<file path="src/rtl/serial_adder_pkg.sv">
// Shared types and constants for the bit-serial adder controller.
// Provides the FSM state encoding and the default operand width.
package serial_adder_pkg;

    localparam int DEFAULT_WIDTH = 8;

    typedef enum logic [1:0] {
        IDLE = 2'd0,
        RUN  = 2'd1,
        DONE = 2'd2
    } state_e;

endpackage

</file>
<file path="src/rtl/full_adder_bit.sv">
// 1-bit full adder built from two half-adder stages plus an OR of their carries.
// Ports: a, b, cin in; s (sum), cout (carry out) out. Purely combinational.
module full_adder_bit (
    input  logic a,
    input  logic b,
    input  logic cin,
    output logic s,
    output logic cout
);

    logic ha0_s;
    logic ha0_c;
    logic ha1_c;

    // first half adder: a + b
    assign ha0_s = a ^ b;
    assign ha0_c = a & b;

    // second half adder: partial sum + cin
    assign s     = ha0_s ^ cin;
    assign ha1_c = ha0_s & cin;

    assign cout  = ha0_c | ha1_c;

endmodule

</file>
<file path="src/rtl/serial_adder_ctrl.sv">
// Bit-serial adder: adds two WIDTH-bit operands LSB first through one full-adder cell.
// Ports: clk, rst (async, high); in_valid/in_ready + a, b in; out_valid/out_ready + sum, cout out; busy.
module serial_adder_ctrl
    import serial_adder_pkg::*;
#(
    parameter int WIDTH = DEFAULT_WIDTH
) (
    input  logic             clk,
    input  logic             rst,
    input  logic             in_valid,
    output logic             in_ready,
    input  logic [WIDTH-1:0] a,
    input  logic [WIDTH-1:0] b,
    output logic             out_valid,
    input  logic             out_ready,
    output logic [WIDTH-1:0] sum,
    output logic             cout,
    output logic             busy
);

    localparam int CNT_W = $clog2(WIDTH);
    localparam logic [CNT_W-1:0] LAST = CNT_W'(WIDTH - 1);

    state_e             state_q, state_d;
    logic [CNT_W-1:0]   cnt_q, cnt_d;
    logic               carry_q, carry_d;
    logic [WIDTH-1:0]   a_q, a_d;
    logic [WIDTH-1:0]   b_q, b_d;
    logic [WIDTH-1:0]   sum_q, sum_d;
    logic               cout_q, cout_d;

    logic fa_s;
    logic fa_co;

    full_adder_bit u_fa (
        .a    (a_q[0]),
        .b    (b_q[0]),
        .cin  (carry_q),
        .s    (fa_s),
        .cout (fa_co)
    );

    always_comb begin
        state_d   = state_q;
        cnt_d     = cnt_q;
        carry_d   = carry_q;
        a_d       = a_q;
        b_d       = b_q;
        sum_d     = sum_q;
        cout_d    = cout_q;
        in_ready  = 1'b0;
        out_valid = 1'b0;
        busy      = 1'b0;

        case (state_q)
            IDLE: begin
                in_ready = 1'b1;
                if (in_valid) begin
                    a_d     = a;
                    b_d     = b;
                    carry_d = 1'b0;
                    cnt_d   = '0;
                    state_d = RUN;
                end
            end
            RUN: begin
                busy    = 1'b1;
                // sum bits enter at the MSB; after WIDTH shifts bit i lands at index i
                sum_d   = {fa_s, sum_q[WIDTH-1:1]};
                carry_d = fa_co;
                a_d     = a_q >> 1;
                b_d     = b_q >> 1;
                if (cnt_q == LAST) begin
                    cout_d  = fa_co;
                    state_d = DONE;
                end else begin
                    cnt_d = cnt_q + CNT_W'(1);
                end
            end
            DONE: begin
                busy      = 1'b1;
                out_valid = 1'b1;
                if (out_ready) begin
                    state_d = IDLE;
                end
            end
            default: begin
                state_d = IDLE;
            end
        endcase
    end

    always_ff @(posedge clk or posedge rst) begin
        if (rst) begin
            state_q <= IDLE;
            cnt_q   <= '0;
            carry_q <= 1'b0;
            a_q     <= '0;
            b_q     <= '0;
            sum_q   <= '0;
            cout_q  <= 1'b0;
        end else begin
            state_q <= state_d;
            cnt_q   <= cnt_d;
            carry_q <= carry_d;
            a_q     <= a_d;
            b_q     <= b_d;
            sum_q   <= sum_d;
            cout_q  <= cout_d;
        end
    end

    assign sum  = sum_q;
    assign cout = cout_q;

endmodule

</file>
<file path="config.mk">
export PLATFORM = sky130hd
export DESIGN_NAME = serial_adder_ctrl
export DESIGN_NICKNAME = d
export VERILOG_FILES = /design/src/rtl/serial_adder_pkg.sv /design/src/rtl/full_adder_bit.sv /design/src/rtl/serial_adder_ctrl.sv
export SDC_FILE = /design/constraint.sdc
export NUM_CORES = 1
export LEC_CHECK = 0
export CAP_MARGIN = 5
export CORE_ASPECT_RATIO = 1.75
export CORE_MARGIN = 2
export CORE_UTILIZATION = 45
export CTS_CLUSTER_SIZE = 25
export DETAILED_ROUTE_END_ITERATION = 6
export PLACE_DENSITY = 0.78
export SLEW_MARGIN = 20
export SYNTH_ARGS = -nofsm -noshare
export SYNTH_HDL_FRONTEND = slang
export SYNTH_SLANG_ARGS = --single-unit
</file>
<file path="constraint.sdc">
create_clock -name clk -period 2 [get_ports clk]
set_clock_uncertainty 0.2 [all_clocks]
set_input_delay 0.4 -clock clk [delete_from_list [all_inputs] [get_ports clk]]
set_output_delay 0.4 -clock clk [all_outputs]
set_load 0.05 [all_outputs]
</file>
After elaboration in Yosys (flattened, before gate mapping)
Index checks and enable logic that the tools add are counted.
{"block": "op_classes", "n_addsub": 1, "n_eq_ne": 7, "n_mux": 16, "bitwise": 5, "reduce_logical": 7}
{"operator": "case mux 8 bit (2 select lines)", "count": 2}
{"operator": "2-to-1 mux 8 bit", "count": 2}
{"operator": "!= test 2 bit, second input constant", "count": 4}
{"operator": "2-to-1 mux 2 bit", "count": 3}
{"operator": "2-to-1 mux 3 bit", "count": 2}
{"operator": "case mux 2 bit (3 select lines)", "count": 1}
{"operator": "case mux 3 bit (2 select lines)", "count": 1}
{"operator": "AND reduction 3 bit", "count": 2}
{"operator": "2-to-1 mux 1 bit", "count": 4}
{"operator": "AND reduction 2 bit", "count": 2}
{"operator": "adder 3 x 1 -> 3 bit, second input constant", "count": 1}
{"operator": "== test 3 bit, second input constant", "count": 1}
{"operator": "bitwise AND 1 bit", "count": 2}
{"operator": "== test 2 x 1 -> 1 bit, second input constant", "count": 1}
{"operator": "== test 2 bit, second input constant", "count": 1}
{"operator": "logical NOT 2 bit", "count": 1}
{"operator": "case mux 1 bit (2 select lines)", "count": 1}
{"operator": "nonzero test 2 bit", "count": 1}
{"operator": "OR reduction 2 bit", "count": 1}
{"operator": "bitwise XOR 1 bit", "count": 2}
{"operator": "bitwise OR 1 bit", "count": 1}
{"block": "word_totals", "ff_bits": 31, "inputBits": 20, "output_inout_bits": 12}

Logic depth before layout (Yosys ltp)
{"block": "logic_depth", "ltp_word": 4, "mapped_depth": 7, "mapped_depth_nobuf": 5}

Hierarchy
From an unflattened synthesis, not the netlist that was laid out.
{"block": "hier_totals", "cells_unflattened": 127, "hier_area_um2": 1482.7}
{"module": "serial_adder_ctrl", "instances": 1, "cells_each": 126, "area_each_um2": 1462.7, "seq_area_each_um2": 775.7}
{"module": "full_adder_bit", "instances": 1, "cells_each": 1, "area_each_um2": 20.0, "seq_area_each_um2": 0.0}

Worst setup path before layout
Ideal clock, no wire load.
{"block": "synth_timing", "path_kind": "register to register", "from": "register state_q[0]", "to": "register state_q[0]", "t_arrival_ns": 1.706, "required_time_ns": 1.675, "slack_ns": -0.031, "stages_incl_launch_ff": 6, "path_buffers": 0, "synth_period_minus_slack_ns": 2.031, "path_cell_list": "dfrtp_1 -> inv_1 -> ha_1 -> and2b_4 -> a221oi_4 -> mux2_2"}
{"block": "synth_via", "elab_chain_len": 3, "word_cells_on_any_way": 8, "cone_classes": "5 x eq/ne; 1 x mux; 2 x reduce/logical"}
{"item": "start: declaration", "line": "serial_adder_ctrl.sv:24", "source": "state_e state_q, state_d;"}
{"item": "start signal: assignment", "line": "serial_adder_ctrl.sv:103", "source": "state_q <= state_d;"}
{"item": "== test 2 x 1 -> 1 bit, or another cell as far along", "line": "serial_adder_ctrl.sv:55", "source": "case (state_q)"}
{"item": "!= test 2 bit (no line)"}
{"item": "AND reduction 3 bit (no line)"}
Parallel ways exist; a longest one is shown, timed or not.
A chain may end at the register's enable or synchronous reset.

Worst setup path in the final report
{"block": "layout_timing", "from": "register state_q[0]", "to": "output in_ready"}
{"block": "layout_via", "elab_chain_len": 2}
{"item": "logical NOT 2 bit", "line": "serial_adder_ctrl.sv:55"}
{"item": "2-to-1 mux 1 bit", "line": "serial_adder_ctrl.sv:55"}
{"item": "end: declaration", "line": "serial_adder_ctrl.sv:11", "source": "output logic in_ready,"}
No other way between the ends.

==> results.md <==
- From bottom edge to top edge, the die measures 81.4 um.
- The switching component of the power is 1550 uW.
- The largest total area in the synthesized netlist belongs to sky130_fd_sc_hd__dfrtp_1.
- After technology mapping, the gate count stands at 135.
- The sequential element share of the synthesized area is 50.3%.
- The hold buffer count at cts is 0.
- The number of nets in the finished design is 199.
- The number of global-route vias before repair is 1095.
- The count of port buffers added during placement is 31.
- The highest-delay cell along the critical path is sky130_fd_sc_hd__dfrtp_1.
- CTS built an H-tree with a depth of 2.
- The detailed-route wire length is 2.78 mm.
- The global-route congestion overflow total is 0.
- The number of vias per cell after detailed routing is 5.04.
- Clock-pin slew was measured on the worst setup and hold paths at 0.06 ns.
- The total number of clock tree sinks is 31.
- The number of enable-type register cells in the synthesized netlist is 0.
- The final critical-path share of the clock period is 93.7%.
- The count of final max-slew check failures came to 0.
- After detailed routing, the number of remaining DRC violations is 0.
- The power per cell area is 1810 mW/mm2.
- 32 I/O pins were placed.
- In the final layout, the share of cells above drive strength 1 is 25.0%.
- The biggest cell delay along the critical path is 0.41 ns.
- For this design the static power due to leakage is 0.000908 uW.
- The startpoint identified for the worst register-to-register timing path is state_q[0].
- STA classifies the critical path endpoint as an output pin.
- Yosys mapped the design onto 26 distinct sky130hd cell types.
- The setup path with the least slack is of type reg -> out.
- Measured against its own limit, the worst slew margin works out to 74.5%.
- The initial antenna violation count is 0.
- The flow ran to the end, and the final reports show no timing, DRC or antenna violations.
- At the placement stage, the worst setup path has a slack of 0.0118 ns.
- The register bit count reported by yosys is 31.
- The share of total power dissipated in combinational logic is 56.1%.
- Walking the worst path, the cells encountered are inv_1 -> ha_2 -> buf_12.
- The portion of synthesized cell area occupied by the leading cell type is 50.3%.
- Counting along the longest clock path gives a buffer depth of 2.
- During synthesis, Yosys emitted a total of 0 warnings.
- For this run, asynchronously set or reset flops after synthesis account for 100%.
- STA puts the critical path data required time at 1.40 ns.
- The initial standard-cell utilization of the core is 46.3%.
- Setup repair after global routing left no endpoint under its margin.
- The placeable core region is 0.00333 mm2.
- The first detailed-routing pass ran for 4 iterations.
- The first global-routing pass estimated 4.66 mm of wire.
- The number of buffers inserted during clock tree synthesis is 5.
- Global routing consumed, over all layers together, 17.2% of the routing resources.
- The start point of the worst min-delay path is a_q[1].
- The final setup slack of the worst path is 0.126 ns.
- Routability-driven placement finished with a final weighted congestion of 0.706.
- The die width is 48.2 um.
- Across all layers, the routed design uses 1094 vias.
- For this run, the number of standard cells in the final layout without fillers is 217.
- The relative area change from synthesis to final layout is 31.2%.
- The post-layout minimum cycle time is 1.87 ns.
- By count the netlist is led by sky130_fd_sc_hd__dfrtp_1, sky130_fd_sc_hd__nand2_1, sky130_fd_sc_hd__mux2i_1.
- The portion of total power attributed to the clock network is 13.4%.
- The average wire per cell in the routed design is 12.8 um.
- Summing every instance area after synthesis gives 0.00154 mm2.
- The predominant post-synthesis flop cell is sky130_fd_sc_hd__dfrtp_1.
- The filler cells instantiated in the layout total 278.
- The slew at the pin closest to its max-slew limit is 0.382 ns.
- Once placement completed, the tool counted placed cells totaling 210.
- The setup TNS is 0 ns.
- The pin count of the biggest net entering global routing is 34.
- The number of buffers and inverters on the critical path is 2.
- The most critical setup path has its startpoint at state_q[0].
- Among all cell types in the netlist, the one instantiated most often is sky130_fd_sc_hd__dfrtp_1.
- The final hold violation count was 0.
- In this run, flip-flops and latches consume 30.6% of the power.
- The number of nets still failing antenna checks after routing is 0.
- When the netlist entered floorplanning its net count stood at 162.
- Setup violations remaining at the end of the flow were counted as 0.
- Static timing analysis puts the maximum clock frequency at 534 MHz.
- The switching part of the total is 42.2%.
- The TritonCTS clock tree is done.
- Averaged over all synthesized cells, the footprint is 11.4 um2.
- Max-cap violations in this run came to 0.
- The arrival time at the worst endpoint is 1.27 ns.
- The cell family with the largest share of critical-path delay is flip-flops.
- The cell-internal power is 2120 uW.
- The number of antenna diodes in the final layout is 0.
- By area the synthesized netlist is led by sky130_fd_sc_hd__dfrtp_1, sky130_fd_sc_hd__mux2i_1, sky130_fd_sc_hd__mux2_2.
- Of all nets on the critical path, the largest fanout is 8.
- The element type at the critical path start is a flop.
- The die area is 0.00393 mm2.
- The HPWL after detailed placement is 2.09 mm.
- The initialized floorplan defines 28 standard-cell rows.
- The maximum resistive drop on vdd is 0.981 mV.
- The worst min-delay path category is reg -> reg.
- The clock latency at the later pin of the worst-skew pair is 0.28 ns.
- The detailed router's first-iteration violation count is 25.
- The clock root buffer is sky130_fd_sc_hd__clkbuf_8.
-- cells in the final DEF (no fill, tap or decap), drive strengths merged, types with 2 or more instances in the layout --
master	n
a32oi	2
clkdlybuf4s50	19
nand2	24
clkbuf	6
nand3	2
a2bb2oi	2
o21ai	17
inv	6
o211ai	2
dfrtp	31
mux2	11
mux2i	15
buf	19
ha	6
-- routing by layer --
metal / routed length (um) / share of wire, % / global-route usage [%] / up-vias
met5: 0 / 0 / 0 / -
met4: 72 / 2.6 / 8.11 / 0
met3: 118 / 4.2 / 5.93 / 5
met2: 1540 / 55 / 29.6 / 23
met1: 1060 / 38 / 17.2 / 527
li1: - / - / - / 539
-- cell families (layout without fill, tap and decap cells) --
family / Yosys count / after routing / share of synthesized area [%]
and+or+nand+nor: 31 / 31 / 8.85
buffers and inverters: 14 / 51 / 5.28
muxes: 26 / 26 / 18.0
AOI/OAI and AO/OA: 26 / 26 / 11.4
adders and majority gates: 7 / 7 / 6.17
DFF: 31 / 31 / 50.3
-- area by class of cell --
class                   count  area (um2)  area share, %
repair buffers             38         390           19.3
multi-input cells          90         689           34.1
flip-flops and latches     31         776           38.4
inverters                   6        22.5           1.11
well taps                  45        56.3           2.78
clock inverters             1        5.00          0.248
clock buffers               6        82.6           4.08
-- final timing paths --
| kind | endpoint | cells past startpoint | slack [ns] |
|---|---|---|---|
| setup / recovery | in_ready | 3 | 0.13 |
| hold / removal | a_q[1] | 2 | 0.28 |
| setup reg to reg | state_q[0] | 5 | 0.17 |
| hold reg to reg | a_q[1] | 2 | 0.28 |
| max in group asynchronous | sum[6] | 3 | 1.03 |
| min in group asynchronous | b_q[3] | 3 | 0.29 |
-- worst reg2reg max path, cell delays in order, from the launching register on --
cell and delay [ns]:
sky130_fd_sc_hd__dfrtp_1 0.40, sky130_fd_sc_hd__inv_1 0.08, sky130_fd_sc_hd__ha_2 0.26, sky130_fd_sc_hd__and2b_4 0.20
sky130_fd_sc_hd__a221oi_4 0.20, sky130_fd_sc_hd__mux2_2 0.37
-- state kept, by name, summed over array words and instances (netlist names) --
name,flops
cout,1
a_q,8
b_q,8
state_q,2
carry_q,1
sum,8
cnt_q,3
-- what timing repair did --
action | in CTS | in global routing
resized for setup | 0 | 3
buffers inserted | 0 | 0
setup endpoints to repair | 0 | 2
-- stage by stage --
stage,total power (uW),hold WS (ns),area [um2],util (%)
finish,3670,0.281,2020,60.8
global route,3950,0.308,2020,60.8
CTS,3690,0.285,2010,60.5
detailed placement,3200,0.271,1920,57.8
global placement,3110,0.262,1920,57.8
floorplan,2610,0.250,1540,-
-- power by group through the flow --
stage / Combinational [uW] / Sequential (uW) / Clock, uW
6_report: 2060 / 1120 / 490
4_1_cts: 2060 / 1130 / 504
3_3_place_gp: 2000 / 1110 / 0
5_1_grt: 2240 / 1170 / 540
2_1_floorplan: 1210 / 1400 / 0
3_5_place_dp: 2060 / 1140 / 0
(Power assumes the default switching activity.)
